### src/rtl/mod_n_updown_counter_pkg.sv
// Shared constants and helpers for the modulo-N counter family.
// Used by the single-stage counter and by cascades built from it (BCD digits, mod-60 timers).
package mod_n_updown_counter_pkg;

   localparam logic DIR_UP   = 1'b1;
   localparam logic DIR_DOWN = 1'b0;

   // Terminal value of a modulo-m counter: the last state before wrapping.
   function automatic int unsigned term_of(input int unsigned modulus);
      return modulus - 1;
   endfunction

endpackage

### src/rtl/mod_n_updown_counter_if.sv
// Control and status bundle for one counter stage.
// The master drives the controls; the counter stage is the slave.
interface mod_n_updown_counter_if #(
   parameter int unsigned WIDTH = 4
);
   logic             en;
   logic             up;
   logic             load;
   logic [WIDTH-1:0] load_val;
   logic             preset;
   logic [WIDTH-1:0] count;
   logic             tc;
   logic             wrapped;

   modport master (
      output en, up, load, load_val, preset,
      input  count, tc, wrapped
   );

   modport slave (
      input  en, up, load, load_val, preset,
      output count, tc, wrapped
   );
endinterface

### src/rtl/mod_n_updown_counter_next.sv
// Combinational next-count and wrap-flag logic for a modulo-N up/down step.
// Out-of-range counts recover to 0 (up) or MODULUS-1 (down) without flagging a wrap.
module mod_n_updown_counter_next
   import mod_n_updown_counter_pkg::*;
#(
   parameter int unsigned WIDTH   = 4,
   parameter int unsigned MODULUS = 10
) (
   input  logic [WIDTH-1:0] count,
   input  logic             up,
   output logic [WIDTH-1:0] next,
   output logic             wrap
);
   // One extra bit so MODULUS == 2**WIDTH compares correctly.
   localparam logic [WIDTH:0] TERM = (WIDTH+1)'(term_of(MODULUS));

   logic [WIDTH:0] c_ext;
   logic [WIDTH:0] nxt_ext;

   assign c_ext = {1'b0, count};

   always_comb begin
      nxt_ext = '0;
      wrap    = 1'b0;
      if (up == DIR_UP) begin
         if (c_ext >= TERM) begin
            nxt_ext = '0;
            wrap    = (c_ext == TERM);
         end else begin
            nxt_ext = c_ext + 1'b1;
         end
      end else begin
         if (c_ext == '0) begin
            nxt_ext = TERM;
            wrap    = 1'b1;
         end else if (c_ext > TERM) begin
            nxt_ext = TERM;
         end else begin
            nxt_ext = c_ext - 1'b1;
         end
      end
   end

   assign next = WIDTH'(nxt_ext);

endmodule

### src/rtl/mod_n_updown_counter.sv
// Modulo-N up/down counter with load, preset, combinational carry/borrow (tc) and a wrap pulse.
// Stages chain by feeding one stage's tc into the next stage's en.
module mod_n_updown_counter
   import mod_n_updown_counter_pkg::*;
#(
   parameter int unsigned WIDTH   = 4,
   parameter int unsigned MODULUS = 10
) (
   input  logic                  clk,
   input  logic                  clear,
   mod_n_updown_counter_if.slave bus
);
   localparam logic [WIDTH:0]   TERM_EXT = (WIDTH+1)'(term_of(MODULUS));
   localparam logic [WIDTH:0]   MOD_EXT  = (WIDTH+1)'(MODULUS);
   localparam logic [WIDTH-1:0] TERM     = WIDTH'(TERM_EXT);

   logic [WIDTH-1:0] count_q;
   logic             wrapped_q;
   logic [WIDTH-1:0] step_val;
   logic             step_wrap;

   mod_n_updown_counter_next #(
      .WIDTH   (WIDTH),
      .MODULUS (MODULUS)
   ) u_next (
      .count (count_q),
      .up    (bus.up),
      .next  (step_val),
      .wrap  (step_wrap)
   );

   always_ff @(posedge clk or negedge clear) begin
      if (!clear) begin
         count_q   <= '0;
         wrapped_q <= 1'b0;
      end else if (bus.load) begin
         count_q   <= ({1'b0, bus.load_val} >= MOD_EXT) ? TERM : bus.load_val;
         wrapped_q <= 1'b0;
      end else if (bus.preset) begin
         count_q   <= TERM;
         wrapped_q <= 1'b0;
      end else if (bus.en) begin
         count_q   <= step_val;
         wrapped_q <= step_wrap;
      end else begin
         wrapped_q <= 1'b0;
      end
   end

   // Carry/borrow is combinational so the next stage steps on the same edge.
   assign bus.tc = clear & bus.en &
                   ((bus.up & ({1'b0, count_q} == TERM_EXT)) |
                    (~bus.up & (count_q == '0)));

   assign bus.count   = count_q;
   assign bus.wrapped = wrapped_q;

endmodule
### src/flat_wrapper.sv
// flat-port wrapper written by rule: the top's interface ports become plain ports
module mod_n_updown_counter_flat import mod_n_updown_counter_pkg::*;
#(
   parameter int unsigned WIDTH   = 4,
   parameter int unsigned MODULUS = 10
)
  (clk, clear, bus_en, bus_up, bus_load, bus_load_val, bus_preset, bus_count, bus_tc, bus_wrapped);
  mod_n_updown_counter_if #(.WIDTH(WIDTH)) bus_i ();
  input  logic clk;
  input  logic clear;
  input wire logic [$bits(bus_i.en)-1:0] bus_en;
  input wire logic [$bits(bus_i.up)-1:0] bus_up;
  input wire logic [$bits(bus_i.load)-1:0] bus_load;
  input wire logic [$bits(bus_i.load_val)-1:0] bus_load_val;
  input wire logic [$bits(bus_i.preset)-1:0] bus_preset;
  output wire logic [$bits(bus_i.count)-1:0] bus_count;
  output wire logic [$bits(bus_i.tc)-1:0] bus_tc;
  output wire logic [$bits(bus_i.wrapped)-1:0] bus_wrapped;
  assign bus_i.en = bus_en;
  assign bus_i.up = bus_up;
  assign bus_i.load = bus_load;
  assign bus_i.load_val = bus_load_val;
  assign bus_i.preset = bus_preset;
  assign bus_count = bus_i.count;
  assign bus_tc = bus_i.tc;
  assign bus_wrapped = bus_i.wrapped;
  mod_n_updown_counter #(.WIDTH(WIDTH), .MODULUS(MODULUS)) u_core (.clk(clk), .clear(clear), .bus(bus_i));
endmodule
### config.mk
export PLATFORM = sky130hd
export DESIGN_NAME = mod_n_updown_counter_flat
export DESIGN_NICKNAME = d
export VERILOG_FILES = /design/src/rtl/mod_n_updown_counter_pkg.sv /design/src/rtl/mod_n_updown_counter_if.sv /design/src/rtl/mod_n_updown_counter_next.sv /design/src/rtl/mod_n_updown_counter.sv /design/src/flat_wrapper.sv
export SDC_FILE = /design/constraint.sdc
export NUM_CORES = 1
export LEC_CHECK = 0
export CORE_AREA = 4 4 41 43
export CTS_BUF_LIST = sky130_fd_sc_hd__clkbuf_4
export CTS_CLUSTER_DIAMETER = 30
export DETAILED_ROUTE_END_ITERATION = 12
export DIE_AREA = 0 0 45 47
export HOLD_SLACK_MARGIN = 0.03
export PLACE_DENSITY = 0.66
export SYNTH_ARGS = -nofsm -noshare
export SYNTH_HDL_FRONTEND = slang
export SYNTH_SLANG_ARGS = --single-unit
### constraint.sdc
create_clock -name clk -period 4.6 [get_ports clk]
set_clock_uncertainty 0.15 [all_clocks]
set_input_delay 0.92 -clock clk [delete_from_list [all_inputs] [get_ports clk]]
set_output_delay 0.92 -clock clk [all_outputs]
set_load 0.02 [all_outputs]
==> results of run 1 <==
state kept, by name (all words and copies together), names as in the netlist:
name	cells
u_core.bus.count	4
u_core.bus.wrapped	1
per-layer routing:
metal	vias to the layer above	global-route usage [%]	wire (um)
met2	14	17.51	509
met5	-	0	0
li1	242	-	-
met3	0	4.598	59
met1	221	15.14	538
met4	0	0	0
placed cells by master (no fill, tap or decap), drive strengths merged, types with 2 or more instances in the layout:
| master | netlist | final |
|---|---|---|
| clkdlybuf4s50 | 0 | 15 |
| inv | 5 | 5 |
| dfrtp | 5 | 5 |
| a21oi | 4 | 4 |
| clkbuf | 0 | 4 |
| ha | 3 | 3 |
| o21ai | 3 | 3 |
| nand2b | 2 | 2 |
| and4b | 2 | 2 |
| nor2 | 2 | 2 |
| a31oi | 2 | 2 |
| nor3 | 2 | 2 |
final cells by class:
| type | count | area, sq um |
|---|---|---|
| clock buffer | 4 | 30.03 |
| fill | 134 | 641.9 |
| inverter | 5 | 18.77 |
| multi-input combinational | 42 | 316.6 |
| sequential | 5 | 125.1 |
| tap | 15 | 18.77 |
| timing repair buffer | 15 | 150.1 |
power groups by stage:
stage / sequential (mW) / clock, mW / combinational, mW
global route: 0.0595 / 0.0596 / 0.0713
floorplan: 0.0591 / 0 / 0.0392
detailed placement: 0.0589 / 0 / 0.0641
global placement: 0.0584 / 0 / 0.0642
finish: 0.0581 / 0.0561 / 0.0644
CTS: 0.0583 / 0.0573 / 0.0646
cells in the mapped netlist, drive strengths merged:
cell     instances  area (sq um)
a2111oi          1         8.760
nor4             1         6.260
dfrtp            5         125.1
a211oi           1         7.510
nor4b            1         8.760
nand2            1         3.750
nor2             2         7.510
mux2             1         11.26
a22o             1         8.760
o41ai            1         8.760
nand2b           2         12.51
nand3b           1         7.510
or4b             1         10.01
a21oi            4         20.02
nand4            1         6.260
a31oi            2         12.51
o311a            1         10.01
xor2             1         8.760
o21ba            1         10.01
a221oi           1         8.760
ha               3         37.54
inv              5         18.77
and2             1         6.260
nand3            1         5.000
buf              3         23.77
o21ai            3         15.01
and4b            2         20.02
or3b             1         8.760
or4              1         7.510
and2b            1         7.510
nor3             2         15.01
mux2i            1         10.01
and3             1         6.260
tightest hold or removal path, cell delays in order, from the launching register on:
cell     delay, ns
dfrtp_1       0.43
inv_1         0.12
a21oi_1       0.07
stage by stage:
step	utilization, %	setup WS, ns	cells
floorplan	-	1.898	55
global placement	48.37	0.8210	82
detailed placement	48.37	0.7965	82
CTS	50.67	0.7901	86
global route	50.67	0.6241	86
finish	50.67	0.7816	86
worst max path at each step:
stage           start  endpoint  cells after the start
5_1_grt        bus_up    bus_tc                      5
4_1_cts        bus_up    bus_tc                      5
2_1_floorplan  bus_up    bus_tc                      4
6_report       bus_up    bus_tc                      5
3_3_place_gp   bus_up    bus_tc                      5
3_5_place_dp   bus_up    bus_tc                      5
cells by family after synthesis:
family                     after synthesis  share of synthesized area, %
muxes                                    2                         4.393
buffers and inverters                    8                         8.785
DFF                                      5                         25.84
xor gates and xnor gates                 1                         1.809
and+or+nand+nor                         20                         28.69
adders and majority gates                3                         7.753
AOI/OAI and AO/OA                       16                         22.74
==> flow_summary_export.csv, run 1 <==
group,metric,value,unit
die,core.rowCount,13,
global_routing,antenna_found_initial,0,
pwr,total_power,0.1786,mW
global_routing,first_global_vias,426,
sta,hold-worst-slack,0.5264,ns
pwr,internal_power,0.1207,mW
global_routing,grt_overflow,0,
clocking,ctsResizeCount,0,
clocking,cts_tree,"yes",
pwr,leakagePower,0.2790,nW
worst_setup_path,path_class,"in -> out",
worst_hold_path,hp-start,"u_core.bus.count[1]",
global_routing,grt_start_max_net_pins,15,
layout,area_growth,36.18,%
sta,post-route-min-period,3.818,ns
clocking,cts_made_buffers,3,
sta,rsz0062_at_grt,"no",
clocking,cts_buffer_depth,2,
routing,drtPass1Iterations,4,
worst_setup_path,max_stage_delay,0.64,ns
pwr,seqPwrFrac,32.6,%
worst_setup_path,reg2reg_depth,6,
worst_setup_path,cp-end-kind,"output port",
worst_setup_path,rr_endpoint,"u_core.bus.count[3]",
die,start_util,37.21,%
clocking,cts_setup_buffers,0,
routing,drt_wl_total,1107,um
sta,tightestPinTransition,0.4552,ns
synthesis,synthDistinctLibCells,37,
global_routing,grt_pass1_wl,1759,um
place,hpwl,854.5,um
worst_setup_path,crit_chain,"clkdlybuf4s50_1 > nand2b_1 > o21ai_1 > and4b_1 > clkdlybuf4s50_1",
routing,vias_per_cell,5.547,
worst_hold_path,hp-class,"reg -> reg",
job,cap_violations,0,
pwr,p_sw,0.05786,mW
sta,slew_headroom,69.56,%
layout,drive_above_1_share,7.042,%
place,dpl-instance-area,629.4,sq um
routing,wl_per_cell,12.87,um
sta,tns,0,ns
sta,setup_violations,0,
global_routing,grt_use_total,11.09,%
routing,ant_nets,0,
worst_setup_path,crit_required,3.53,ns
pwr,swShare,32.40,%
synthesis,ys_warn_count,0,
worst_setup_path,reg2reg_from,"u_core.bus.count[0]",
run_status,status,"finished clean",
synthesis,synth_area,484.2,sq um
place,gp_congestion,0.7366,
die,die_y,47,um
sta,slew_violations,0,
layout,design_area,659.4,sq um
layout,layout.nets,85,
worst_hold_path,hold_depth,2,
worst_setup_path,arrival,2.75,ns
routing,vias,477,
synthesis,syn_nets,68,
worst_setup_path,cp_num_buf_inv,2,
layout,antenna_cells,0,
clocking,cts_hold_buf,0,
clocking,insertion_delay,0.24,ns
sta,finalHoldViolCount,0,
clocking,clk_pin_slew,0.04,ns
routing,drc,0,
synthesis,synth_seq_cells,5,
synthesis,syn_inst,55,
worst_hold_path,holdPathEnd,"u_core.bus.count[1]",
place,io_buffers,15,
sta,max_freq,261.9,MHz
worst_setup_path,start_kind,"primary input",
clocking,cts_root_buf,"clkbuf_4",
worst_setup_path,cp_slowest_cell,"clkdlybuf4s50_1",
pwr,power_frac_comb,36.0,%
clocking,cts_sinks,5,
die,die_w,45,um
die,core_area,1301,sq um
routing,drtIter0Drc,9,
pwr,p_clk_share,31.4,%
die,die_area,2115,sq um
pwr,max-vdd-ir-drop,0.1705,mV
synthesis,ys_seq_area_share,25.84,%
worst_setup_path,cp_top_family,"buffers and inverters",
synthesis,avgSynthCellArea,8.804,sq um
worst_setup_path,rrSetupSlack,2.51,ns
clocking,htree_levels,1,
sta,period_share,83.01,%
pwr,powerDensity,270.8,nW/um^2
worst_setup_path,worstPathMaxFanout,14,
die,io_pins,16,
worst_setup_path,crit_top_cell,"clkdlybuf4s50_1",
(Power assumes the default switching activity.)
==> run 2, diff against run 1 <==
--- a/config.mk
+++ b/config.mk
@@ -11,7 +11,7 @@
 export DETAILED_ROUTE_END_ITERATION = 12
 export DIE_AREA = 0 0 45 47
 export HOLD_SLACK_MARGIN = 0.03
-export PLACE_DENSITY = 0.66
+export PLACE_DENSITY = 0.68
 export SYNTH_ARGS = -nofsm -noshare
 export SYNTH_HDL_FRONTEND = slang
 export SYNTH_SLANG_ARGS = --single-unit
==> constraint.sdc (replaced) <==
create_clock -name clk -period 3.4 [get_ports clk]
set_clock_uncertainty 0.15 [all_clocks]
set_input_delay 0.68 -clock clk [delete_from_list [all_inputs] [get_ports clk]]
set_output_delay 0.68 -clock clk [all_outputs]
set_load 0.02 [all_outputs]
==> run 2 against run 1 <==
Net effect: via count down 0.84%; hold slack worse by 0.0044 ns; first-iteration DRC count down 56%; die area unchanged; non-clock buffer count up 1; register-to-register slack worse by 1.2 ns; core utilization up 0.58 points; global-route usage up 1.1 points; clock power up 34%; routed wire length down 0.90%; clock-buffer cell count unchanged; critical endpoint unchanged; largest cell class unchanged.
==> flow_summary_export.csv, run 2 (same netlist as run 1, synthesis figures left out) <==
group,metric,value,unit
run_status,status,"finished clean",
worst_setup_path,critPathLaunch,"bus_up",
layout,stdcell_count,87,
layout,layout.nets,86,
global_routing,antenna_found_initial,0,
sta,rsz0062_at_grt,"no",
pwr,p_sw,0.07734,mW
layout,final_common_cell,"clkdlybuf4s50_1",
die,start_util,37.21,%
worst_setup_path,rr_endpoint,"u_core.bus.count[3]",
routing,ant_nets,0,
worst_setup_path,crit_required,2.57,ns
clocking,htree_levels,1,
pwr,internal_power,0.1641,mW
sta,period_share,93.34,%
worst_setup_path,cp-end-kind,"output port",
worst_setup_path,rrSetupSlack,1.32,ns
routing,drtIter0Drc,4,
clocking,cts_sinks,5,
sta,slew_headroom,76.27,%
layout,design_area,666.9,sq um
routing,drt_wl_total,1097,um
job,cap_violations,0,
pwr,p_clk_share,31.1,%
sta,setup_violations,0,
die,core_area,1301,sq um
worst_setup_path,reg2reg_depth,6,
worst_setup_path,arrival,2.34,ns
layout,largest_reg_flops,4,
worst_setup_path,crit_end,"bus_tc",
clocking,clk_pin_slew,0.04,ns
worst_setup_path,path_class,"in -> out",
worst_setup_path,reg2reg_from,"u_core.bus.count[0]",
clocking,cts_setup_buffers,0,
pwr,powerDensity,362.0,nW/um^2
clocking,ctsResizeCount,0,
clocking,cts_buffer_depth,2,
sta,tightestPinTransition,0.3470,ns
pwr,max-vdd-ir-drop,0.1869,mV
global_routing,grt_overflow,0,
die,die_w,45,um
place,dp_cells,83,
global_routing,grt_start_max_net_pins,13,
worst_setup_path,start_kind,"primary input",
layout,final_cell_mix,"clkdlybuf4s50_1, inv_1, dfrtp_1",
clocking,cts_tree,"yes",
routing,drc,0,
pwr,power_frac_comb,36.4,%
sta,max_freq,315.1,MHz
routing,vias_per_cell,5.437,
clocking,cts_hold_buf,0,
die,die_y,47,um
clocking,cts_made_buffers,3,
routing,drtPass1Iterations,4,
die,die_area,2115,sq um
global_routing,first_global_vias,479,
clocking,cts_root_buf,"clkbuf_4",
pwr,total_power,0.2414,mW
global_routing,grt_use_total,12.18,%
pwr,leakagePower,0.2838,nW
worst_hold_path,hp-class,"in -> async",
sta,slew_violations,0,
sta,post-route-min-period,3.174,ns
place,dpl-instance-area,636.9,sq um
layout,drive_above_1_share,8.333,%
place,gp_congestion,0.8066,
layout,antenna_cells,0,
pwr,seqPwrFrac,32.4,%
global_routing,grt_pass1_wl,1842,um
clocking,insertion_delay,0.24,ns
die,io_pins,16,
place,hpwl,887.5,um
place,io_buffers,15,
pwr,swShare,32.04,%
die,core.rowCount,13,
sta,tns,0,ns
sta,finalHoldViolCount,0,
routing,wl_per_cell,12.61,um
routing,vias,473,
layout,area_growth,37.73,%
sta,hold-worst-slack,0.5220,ns
worst_setup_path,worstPathMaxFanout,6,
## run 2: cell type report
cell class / instances / area, sq um
clock buffer: 4 / 30.03
tap: 15 / 18.77
multi-input combinational: 42 / 316.6
fill: 137 / 634.4
timing repair buffer: 16 / 157.7
inverter: 5 / 18.77
sequential: 5 / 125.1
## run 2: worst max-delay path, stage by stage
cell and delay (ns):
clkdlybuf4s50_1 0.49, nand2b_1 0.18, o21ai_1 0.16, and4b_1 0.22
clkdlybuf4s50_1 0.60
## run 2: worst min-delay path by stage
stage                   startpoint  slack [ns]                  end
2_1_floorplan                clear        0.23  u_core.bus.count[0]
3_3_place_gp   u_core.bus.count[1]        0.52  u_core.bus.count[1]
3_5_place_dp   u_core.bus.count[1]        0.52  u_core.bus.count[1]
4_1_cts                      clear        0.52  u_core.bus.count[2]
5_1_grt                      clear        0.53  u_core.bus.count[3]
6_report                     clear        0.52  u_core.bus.count[2]
## run 2: routing by layer
metal / track usage (%) / part of all wire (%)
met1: 13.01 / 45
met4: 4.678 / 0
met2: 21.19 / 48
met5: 0 / 0
met3: 5.364 / 7.3
## run 2: metrics by stage
stage / setup WS [ns] / utilization (%)
after floorplan: 1.178 / -
after global placement: 0.2869 / 48.94
after detailed placement: 0.2220 / 48.94
after CTS: 0.2138 / 51.25
after global routing: 0.1902 / 51.25
final: 0.2264 / 51.25
## run 2: power groups by stage
stage / Sequential (mW) / Clock [mW] / Combinational [mW]
2_1_floorplan: 0.0800 / 0 / 0.0531
3_3_place_gp: 0.0795 / 0 / 0.0865
3_5_place_dp: 0.0793 / 0 / 0.0887
4_1_cts: 0.0784 / 0.0786 / 0.0891
5_1_grt: 0.0801 / 0.0822 / 0.0979
6_report: 0.0783 / 0.0751 / 0.0880
==> run 3, diff against run 2 <==
--- a/config.mk
+++ b/config.mk
@@ -5,11 +5,12 @@
 export SDC_FILE = /design/constraint.sdc
 export NUM_CORES = 1
 export LEC_CHECK = 0
-export CORE_AREA = 4 4 41 43
+export CAP_MARGIN = 20
+export CORE_AREA = 2 2 39 41
 export CTS_BUF_LIST = sky130_fd_sc_hd__clkbuf_4
 export CTS_CLUSTER_DIAMETER = 30
 export DETAILED_ROUTE_END_ITERATION = 12
-export DIE_AREA = 0 0 45 47
+export DIE_AREA = 0 0 41 43
 export HOLD_SLACK_MARGIN = 0.03
 export PLACE_DENSITY = 0.68
 export SYNTH_ARGS = -nofsm -noshare
==> run 3 against run 2 <==
Net effect: setup slack improved by 0.11 ns; clock-buffer cell count did not move; sequential power rose by 0.8%; core utilization fell by 3.0 points; flip-flop and latch count did not move; combinational power fell by 0.9%; final cell count rose by 1.1%; critical endpoint unchanged; non-clock buffer count did not move; register-to-register slack barely moved; sequential share of layout area barely moved; first-iteration DRC count rose by 50%; critical path depth did not move.
==> flow_summary_export.csv, run 3 (same netlist as run 1, synthesis figures left out) <==
group,metric,value,unit
run_status,status,"finished clean",
global_routing,antenna_found_initial,0,
sta,slew_headroom,74.45,%
layout,largest_reg_flops,4,
sta,max_freq,326.0,MHz
pwr,max-vdd-ir-drop,0.2444,mV
sta,setup_violations,0,
global_routing,grt_use_total,13.31,%
routing,drc,0,
place,io_buffers,15,
clocking,cts_buffer_depth,2,
place,dp_cells,84,
job,cap_violations,0,
routing,vias_per_cell,5.568,
pwr,seqPwrFrac,32.9,%
global_routing,grt_pass1_wl,1587,um
global_routing,first_global_vias,404,
pwr,p_clk_share,30.8,%
sta,post-route-min-period,3.068,ns
die,die_y,43,um
pwr,p_sw,0.07619,mW
clocking,ctsResizeCount,0,
layout,area_growth,37.98,%
die,start_util,34.99,%
worst_setup_path,cp_num_buf_inv,2,
layout,final_cell_mix,"clkdlybuf4s50_1, inv_1, dfrtp_1",
clocking,cts_setup_buffers,0,
worst_setup_path,crit_required,2.57,ns
pwr,internal_power,0.1639,mW
sta,period_share,90.22,%
place,hpwl,828.7,um
clocking,cts_made_buffers,3,
clocking,clk_pin_slew,0.04,ns
worst_setup_path,worstPathMaxFanout,3,
routing,vias,490,
die,core_area,1384,sq um
worst_setup_path,max_stage_delay,0.59,ns
clocking,cts_sinks,5,
die,io_pins,16,
worst_setup_path,cp-end-kind,"output port",
layout,final_common_cell,"clkdlybuf4s50_1",
worst_setup_path,arrival,2.24,ns
die,core.rowCount,14,
sta,slew_violations,0,
clocking,htree_levels,1,
clocking,insertion_delay,0.24,ns
pwr,power_frac_comb,36.3,%
routing,drt_wl_total,1062,um
place,gp_congestion,0.8132,
die,die_w,41,um
worst_setup_path,path_class,"in -> out",
global_routing,grt_start_max_net_pins,13,
sta,tightestPinTransition,0.3736,ns
routing,drtPass1Iterations,4,
routing,ant_nets,0,
global_routing,grt_overflow,0,
sta,finalHoldViolCount,0,
worst_setup_path,cp_top_family,"buffers and inverters",
layout,drive_above_1_share,8.333,%
worst_setup_path,crit_top_cell,"clkdlybuf4s50_1",
pwr,powerDensity,359.3,nW/um^2
pwr,swShare,31.74,%
pwr,leakagePower,0.2838,nW
worst_setup_path,crit_chain,"clkdlybuf4s50_1 > nand2b_1 > o21ai_1 > and4b_1 > clkdlybuf4s50_1",
routing,drtIter0Drc,6,
layout,stdcell_count,88,
clocking,cts_root_buf,"clkbuf_4",
layout,layout.nets,86,
sta,rsz0062_at_grt,"no",
layout,antenna_cells,0,
worst_setup_path,start_kind,"primary input",
worst_hold_path,hp-class,"in -> async",
worst_setup_path,cp_slowest_cell,"clkdlybuf4s50_1",
clocking,cts_hold_buf,0,
routing,wl_per_cell,12.07,um
sta,tns,0,ns
clocking,cts_tree,"yes",
die,die_area,1763,sq um
run 3: worst reg2reg max path, cell delays in order, from the launching register on:
cell,delay (ns)
dfrtp_1,0.47
inv_1,0.10
ha_1,0.24
or4b_1,0.45
o311a_1,0.16
nor4b_1,0.15
a211oi_1,0.25
run 3: final timing paths:
path,from,end,slack (ns),cells after the start
max reg2reg,u_core.bus.count[0],u_core.bus.count[3],1.33,6
min reg2reg,u_core.bus.count[1],u_core.bus.count[1],0.52,2
min,clear,u_core.bus.count[2],0.52,1
max,bus_up,bus_tc,0.33,5
min in group clk,u_core.bus.count[1],u_core.bus.count[1],0.52,2
max in group asynchronous,clear,u_core.bus.count[1],2.37,1
run 3: layout make-up:
cell class / count / area [sq um]
inverter: 5 / 18.77
clock buffer: 4 / 30.03
fill: 141 / 715.7
sequential: 5 / 125.1
multi-input combinational: 42 / 316.6
tap: 16 / 20.02
timing repair buffer: 16 / 157.7
run 3: power by group through the flow:
stage	Clock [mW]	Combinational (mW)	Sequential, mW
after floorplan	0	0.0531	0.0800
after CTS	0.0769	0.0879	0.0787
after global routing	0.0842	0.0945	0.0800
after detailed placement	0	0.0876	0.0796
after global placement	0	0.0860	0.0792
final	0.0740	0.0872	0.0789
run 3: metal layers:
metal | up-vias | global-route usage (%) | wire length (um)
met5 | - | 0 | 0
met4 | 0 | 2.000 | 0
met3 | 0 | 6.283 | 67
met2 | 18 | 20.94 | 524
met1 | 226 | 16.29 | 469
li1 | 246 | - | -
run 3: per-stage QoR:
| step | total power, mW | worst slack (ns) | hold slack, ns | util, % | area (sq um) |
|---|---|---|---|---|---|
| 2_1_floorplan | 0.1330 | 1.178 | 0.2344 | - | 484.2 |
| 3_3_place_gp | 0.1652 | 0.3787 | 0.5161 | 46.11 | 638.1 |
| 3_5_place_dp | 0.1672 | 0.3376 | 0.5283 | 46.11 | 638.1 |
| 4_1_cts | 0.2435 | 0.3274 | 0.5284 | 48.28 | 668.1 |
| 5_1_grt | 0.2587 | 0.2721 | 0.5248 | 48.28 | 668.1 |
| 6_report | 0.2401 | 0.3324 | 0.5207 | 48.28 | 668.1 |
